`config.mk`:
```
export PLATFORM = sky130hd
export DESIGN_NAME = seq_shifter
export DESIGN_NICKNAME = d
export VERILOG_FILES = /design/src/rtl/seq_shifter.sv
export SDC_FILE = /design/constraint.sdc
export NUM_CORES = 1
export LEC_CHECK = 0
export CORE_MARGIN = 2
export CORE_UTILIZATION = 50
export CTS_BUF_LIST = sky130_fd_sc_hd__clkbuf_4
export DETAILED_ROUTE_END_ITERATION = 10
export PLACE_DENSITY_LB_ADDON = 0.15
export SLEW_MARGIN = 20
export SYNTH_ARGS = -nofsm -noshare
export SYNTH_HDL_FRONTEND = slang
export SYNTH_SLANG_ARGS = --single-unit
export TNS_END_PERCENT = 5
```
`constraint.sdc`:
```
create_clock -name clk -period 1.95 [get_ports clk]
set_input_delay 0.39 -clock clk [delete_from_list [all_inputs] [get_ports clk]]
set_output_delay 0.39 -clock clk [all_outputs]
set_load 0.01 [all_outputs]
```
`src/rtl/seq_shifter.sv`:
```
// seq_shifter: multi-cycle shifter/rotator that performs one bit-step per clock,
// with valid/ready handshakes on both the request and the result side.
module seq_shifter #(
  parameter int WIDTH = 16,
  parameter int AMT_W = $clog2(WIDTH) + 1
) (
  input  logic             clk,
  input  logic             rst_n,
  input  logic             flush,
  input  logic             in_valid,
  output logic             in_ready,
  input  logic [WIDTH-1:0] in_data,
  input  logic [AMT_W-1:0] in_amount,
  input  logic [2:0]       in_mode,
  output logic             out_valid,
  input  logic             out_ready,
  output logic [WIDTH-1:0] out_data,
  output logic             out_carry,
  output logic             out_zero,
  output logic             busy
);

  typedef enum logic [1:0] {
    IDLE  = 2'd0,
    SHIFT = 2'd1,
    DONE  = 2'd2
  } state_t;

  localparam logic [2:0] MODE_NONE = 3'b000;
  localparam logic [2:0] MODE_LSR  = 3'b001;
  localparam logic [2:0] MODE_LSL  = 3'b010;
  localparam logic [2:0] MODE_ASR  = 3'b011;
  localparam logic [2:0] MODE_ROR  = 3'b100;
  localparam logic [2:0] MODE_ROL  = 3'b101;

  localparam logic [AMT_W-1:0] WIDTH_AMT = AMT_W'(WIDTH);
  localparam logic [AMT_W-1:0] AMT_ZERO  = {AMT_W{1'b0}};
  localparam logic [AMT_W-1:0] AMT_ONE   = {{(AMT_W-1){1'b0}}, 1'b1};

  state_t           state_r;
  logic [WIDTH-1:0] data_r;
  logic [AMT_W-1:0] cnt_r;
  logic [2:0]       mode_r;
  logic             carry_r;
  logic             zero_r;
  logic             sign_r;
  logic             over_r;
  logic             valid_r;
  logic             ready_r;
  logic             busy_r;

  logic [AMT_W-1:0] n_s;
  logic [2:0]       mode_s;
  logic             over_s;
  logic [WIDTH-1:0] step_data_s;
  logic             step_carry_s;

  // One bit-step; returns {carry, data}. ASR fills with the sign latched at accept.
  function automatic logic [WIDTH:0] bit_step(input logic [WIDTH-1:0] d,
                                              input logic [2:0]       m,
                                              input logic             sign);
    logic [WIDTH:0] r;
    case (m)
      MODE_LSR: r = {d[0], 1'b0, d[WIDTH-1:1]};
      MODE_LSL: r = {d[WIDTH-1], d[WIDTH-2:0], 1'b0};
      MODE_ASR: r = {d[0], sign, d[WIDTH-1:1]};
      MODE_ROR: r = {d[0], d[0], d[WIDTH-1:1]};
      MODE_ROL: r = {d[WIDTH-1], d[WIDTH-2:0], d[WIDTH-1]};
      default:  r = {1'b0, d};
    endcase
    return r;
  endfunction

  // Decode the request into an effective step count and mode.
  always_comb begin
    n_s    = AMT_ZERO;
    mode_s = MODE_NONE;
    over_s = 1'b0;
    case (in_mode)
      MODE_LSR, MODE_LSL: begin
        n_s    = (in_amount > WIDTH_AMT) ? WIDTH_AMT : in_amount;
        over_s = (in_amount > WIDTH_AMT);
        mode_s = in_mode;
      end
      MODE_ASR: begin
        n_s    = (in_amount > WIDTH_AMT) ? WIDTH_AMT : in_amount;
        mode_s = in_mode;
      end
      MODE_ROR, MODE_ROL: begin
        n_s    = in_amount % WIDTH_AMT;
        mode_s = in_mode;
      end
      default: begin
        n_s    = AMT_ZERO;
        mode_s = MODE_NONE;
      end
    endcase
  end

  // Next data/carry for the current step.
  always_comb begin
    {step_carry_s, step_data_s} = bit_step(data_r, mode_r, sign_r);
  end

  // Control FSM and datapath registers. A zero count still takes one no-op
  // step so the result always appears max(n,1) cycles after acceptance.
  always_ff @(posedge clk or negedge rst_n) begin
    if (!rst_n) begin
      state_r <= IDLE;
      data_r  <= {WIDTH{1'b0}};
      cnt_r   <= AMT_ZERO;
      mode_r  <= MODE_NONE;
      carry_r <= 1'b0;
      zero_r  <= 1'b0;
      sign_r  <= 1'b0;
      over_r  <= 1'b0;
      valid_r <= 1'b0;
      ready_r <= 1'b1;
      busy_r  <= 1'b0;
    end else if (flush) begin
      state_r <= IDLE;
      valid_r <= 1'b0;
      ready_r <= 1'b1;
      busy_r  <= 1'b0;
    end else begin
      case (state_r)
        IDLE: begin
          if (in_valid) begin
            data_r  <= in_data;
            sign_r  <= in_data[WIDTH-1];
            carry_r <= 1'b0;
            zero_r  <= 1'b0;
            over_r  <= over_s;
            cnt_r   <= (n_s == AMT_ZERO) ? AMT_ONE : n_s;
            mode_r  <= (n_s == AMT_ZERO) ? MODE_NONE : mode_s;
            state_r <= SHIFT;
            ready_r <= 1'b0;
            busy_r  <= 1'b1;
          end else begin
            state_r <= IDLE;
          end
        end
        SHIFT: begin
          data_r  <= step_data_s;
          zero_r  <= ~|step_data_s;
          cnt_r   <= cnt_r - AMT_ONE;
          // Over-range logical shifts report no carry.
          carry_r <= (cnt_r == AMT_ONE && over_r) ? 1'b0 : step_carry_s;
          if (cnt_r == AMT_ONE) begin
            state_r <= DONE;
            valid_r <= 1'b1;
          end else begin
            state_r <= SHIFT;
          end
        end
        DONE: begin
          if (out_ready) begin
            state_r <= IDLE;
            valid_r <= 1'b0;
            ready_r <= 1'b1;
            busy_r  <= 1'b0;
          end else begin
            state_r <= DONE;
          end
        end
        default: begin
          state_r <= IDLE;
          valid_r <= 1'b0;
          ready_r <= 1'b1;
          busy_r  <= 1'b0;
        end
      endcase
    end
  end

  assign in_ready  = ready_r;
  assign out_valid = valid_r;
  assign out_data  = data_r;
  assign out_carry = carry_r;
  assign out_zero  = zero_r;
  assign busy      = busy_r;

endmodule
```
After elaboration in Yosys (flattened, before gate mapping)
Index checks and enable logic that the tools add are counted.
Widths: inputs -> output; s select.

cells by class
  magnitude comparators = 1
  muxes and demuxes = 30
  bitwise operators = 1
  $add $sub $neg = 1
  eq/ne operators = 19
  reductions and logical operators = 14

operators by type and width
  operator             number
  $pmux 17 s5          1
  $pmux 16 s2          1
  $pmux 5 s2           2
  $mux 16              1
  $reduce_or 16->1     1
  $mux 5               3
  $eq 3x2->1 const B   4
  $eq 3x3->1 const B   4
  $reduce_and 3->1     4
  $mux 1               11
  $ne 3x3->1 const B   3
  $pmux 1 s3           3
  $eq 3x1->1 const B   2
  $mux 2               3
  $mux 3               2
  $ne 2x2->1 const B   3
  $pmux 2 s3           1
  $eq 5x1->1 const B   1
  $gt 5x5->1 const B   1
  $logic_not 5->1      1
  $reduce_or 5->1      1
  $sub 5x1->5 const B  1
  $pmux 1 s2           2
  $reduce_or 2->1      2
  8 further kinds      8

word-level totals
  flip-flop bits (word level) = 33
  output and inout bits = 21
  logic and storage cells = 77

Logic depth before layout (Yosys ltp)
  depth after elaboration = 7
  gate-level depth with buffers = 9
  gate-level depth less buffers = 7

Worst setup path before layout
Ideal clock, no wire load.

  path kind = register to register
  start = register mode_r[2]
  end = register zero_r (netlist: out_zero)
  slack = 0.242 ns
  path buffers = 3
  period minus slack after synthesis = 1.708 ns
  data arrival time = 1.632 ns
  stages on the path, launching flop included = 10
  library setup time = 0.076 ns
  path through = dfrtp_1 > buf_6 > buf_8 > buf_6 > nor3_2 > o21ai_1 > nand3_2 > nand3_1 > or4_1 > o21ai_1

on the way
  word-level cells in the longest chain between the ends = 5
  elaborated cells between the ends (all ways) = 9

ends and longest elaborated chain
  item                                      line  source
  start: declaration                        43    logic [2:0] mode_r;
  start signal: assignment                  135   mode_r <= (n_s == AMT_ZERO) ? MODE_NONE : mode_s;
  $eq 3x3->1, or another cell as far along  63    case (m)
  $pmux 17 s5 (*)                           63
  $reduce_or 16->1 (*)                      145   zero_r <= ~|step_data_s;
  $logic_not 1->1 (*)                       145
  $pmux 1 s2 (*)                            126   case (state_r)
  end signal: assignment                    145
  end: declaration                          45    logic zero_r;

Mark *: on every way between the ends. The rest lies on a longest branch, timed or not.
A chain may end at the register's enable or synchronous reset.

Final worst setup path
Ends and elaborated chain as after synthesis.

==> flow_summary.toml <==
[outcome]
status = "finished, violations left"
violations = "setup timing"

[clock_tree]
numClockSinks = 33
clk_pin_slew_ns = 0.11
clk_latency_ns = 0.34
hold_buffers = 0
tritoncts = "built"
htreeDepth = 2
clk_root_buffer_cell = "clkbuf_4"
numCtsBuffers = 5
clock_path_buffers = 2

[critical_path]
end_kind = "register"
r2r_slack_ns = -0.03
critPathLaunchType = "register"
r2r_cells = 7
path_class = "register to register"
crit_family = "simple AND/OR/NAND/NOR gates"
path_depth = 7
worst_path_largest_cell_delay_ns = 0.47
path_buf_inv = 1
path_cells = "buf_12, nor2b_1, a22o_1, a221o_1, nand3_1, or4_1, o21ai_1"
crit_arrival_ns = 2.26
cp_slowest_cell = "or4_1"
crit_fanout = 24
critPathRequiredTime_ns = 2.22

[yosys]
synth_edf_count = 0
synthMuxAreaShare_pct = 3.654
syn_avg_cell_area_um2 = 7.701
synth_compound_area_share_pct = 27.85
yosys_warnings = 0
async_flop_share_pct = 100.0
synth_top_family_by_area = "compound AO/OA/AOI/OAI gates"
synth_xor_area_share_pct = 0.3457
ys_seq_area_share_pct = 32.64
synth_cell_type_count = 49
syn_inst = 329
synthAdderAreaFrac_pct = 0.9877
syn_nets = 360
netlist_area_mm2 = 0.002534
synthSimpleGateAreaFrac_pct = 26.27
yosys_register_bits = 33
synth_flop_cell = "dfrtp_1"

[global_route]
grt_pass1_wl_um = 10980
overflow = 0
grt_pass1_vias = 2440
grt_util_all_layers_pct = 25.25
grt_max_degree = 48
antenna_found_initial = 0

[route]
wl_met2_um = 3556
wirelength_um = 7252
viasPerCell = 5.920
postRouteAntennaNets = 0
wire_per_inst_um = 15.73
first_iter_violations = 242
drc = 0
dr.pass1.iters = 6
vias = 2729
highest_layer = "met4"
wl_met3_um = 546
met1_length_um = 2993

[cells_and_area]
final_common_cell = "clkdlybuf4s50_1"
seq_area_um2 = 830.8
stdcell_count = 461
fill_cells = 419
mostFrequentLayoutCells = "49 x clkdlybuf4s50_1, 45 x nor2_1, 41 x o21ai_0"
areaGrowthSynthToFinish_pct = 31.51
final_cell_area_mm2 = 0.003332
drive_above_1_share_pct = 14.97
multi_input_area_mm2 = 0.001523
finalNetCount = 424
num_antenna_cells = 0

[timing]
slew_violations = 0
relSlewSlack_pct = 56.81
final.setup.worst_slack_ns = -0.03049
setup_violations = 1
holdWs_ns = 0.4490
worstMarginPinSlew_ns = 0.6478
timing.final.crit_share_pct = 101.6
hold_viol = 0
skew_ns = 0.01282
rsz0062_at_grt = "true"
fmax_ghz = 0.5049
min_period_ns = 1.980

[die]
die_area_mm2 = 0.005653
top_level_ports = 50
die_h_um = 75.19
start_util_pct = 52.60
rows = 25
coreArea_mm2 = 0.004817
die_x_um = 75.19

[worst_hold_path]
hp-class = "input port to asynchronous set/reset pin"

[pwr]
clkPwrFrac_pct = 9.1
comb_power_share_pct = 61.1
max-vdd-ir-drop_uv = 664.5
report.power.total_mw = 4.132
leakage_nw = 1.385
sw_frac_of_total_pct = 44.88
p_int_mw = 2.278
power.density_mw_per_mm2 = 1240
power_switching_mw = 1.855
p_seq_share_pct = 29.8

[placed_design]
dp_cells = 445
hpwl_um = 4978
numPortBuffers = 49
dpl_worst_slack_ns = -0.02626
dpl_cell_area_mm2 = 0.003149
gp_congestion = 0.9433

[flow_run]
maxCapViolCount = 0
-- what timing repair did --
action / CTS / global route
endpoints found under the hold margin: 0 / 0
resized for setup: 2 / 10
cloned: 0 / 2
setup buffers: 0 / 6
pin swaps: 0 / 1
endpoints found under the setup margin: 1 / 3
-- final cells by class --
cell class	count	share of cell area, %
Clock buffer	5	1.127
Multi-Input combinational cell	263	45.70
Sequential cell	33	24.93
Clock inverter	3	0.3755
Inverter	7	0.7886
Tap cell	67	2.516
Timing Repair Buffer	83	24.56
-- through the flow --
stage	utilization, %	TNS [ns]
4_1_cts	66.57	0
6_report	69.17	-0.03049
2_1_floorplan	-	0
3_3_place_gp	65.38	0
3_5_place_dp	65.38	-0.02626
5_1_grt	69.17	-0.1077
-- worst paths after layout --
path | startpoint | to
worst max-delay path | mode_r[2] | out_zero
worst min-delay path | rst_n | out_carry
worst max register to register | mode_r[2] | out_zero
worst min register to register | over_r | over_r
max in group asynchronous | rst_n | mode_r[0]
min in group clk | over_r | over_r
-- registers in the layout, summed over array words and instances (netlist names) --
name,cells
sign_r,1
mode_r,3
over_r,1
in_ready,1
out_carry,1
out_valid,1
out_data,16
out_zero,1
cnt_r,5
busy,1
state_r,2
-- cell usage after synthesis (7+ instances only) --
| cell | instances | area (um^2) |
|---|---|---|
| nor2_1 | 46 | 172.7 |
| o21ai_0 | 42 | 210.2 |
| dfrtp_1 | 32 | 800.8 |
| a21oi_1 | 29 | 145.1 |
| nand2_1 | 26 | 97.59 |
| nor3_1 | 15 | 75.07 |
| o21ai_1 | 10 | 50.05 |
| clkbuf_1 | 9 | 33.78 |
| nor2b_1 | 9 | 56.30 |
| nand3_1 | 8 | 40.04 |
| a22oi_1 | 7 | 52.55 |
| buf_6 | 7 | 78.83 |
| inv_1 | 7 | 26.28 |
| mux2i_1 | 7 | 70.07 |
-- logic make-up after synthesis --
logic type / count (synthesis)
DFF: 33
muxes: 9
and+or+nand+nor: 133
AOI/OAI and AO/OA: 118
xor gates and xnor gates: 1
adders and majority gates: 2
buffers and inverters: 33
-- worst register-to-register path, delay by kind of cell (launching register included) --
kind | cells | cell delay [ns]
flip-flops | 1 | 0.45
AND/OR/NAND/NOR | 3 | 0.82
AO/OA/AOI/OAI | 3 | 0.47
buffers and inverters | 1 | 0.18
-- layer usage --
| metal | global-route usage [%] | up-vias |
|---|---|---|
| met1 | 32.58 | 1263 |
| met2 | 42.20 | 132 |
| li1 | - | 1312 |
| met5 | 0 | - |
| met3 | 4.685 | 22 |
| met4 | 9.552 | 0 |
-- power groups by stage --
| stage | Clock (mW) | Combinational, mW | Sequential [mW] |
|---|---|---|---|
| 6_report | 0.375 | 2.53 | 1.23 |
| 5_1_grt | 0.412 | 2.77 | 1.26 |
| 4_1_cts | 0.388 | 2.32 | 1.21 |
| 3_5_place_dp | 0 | 2.30 | 1.22 |
| 3_3_place_gp | 0 | 2.27 | 1.21 |
| 2_1_floorplan | 0 | 1.47 | 1.20 |
No activity file was read; power rests on OpenSTA's default activity.
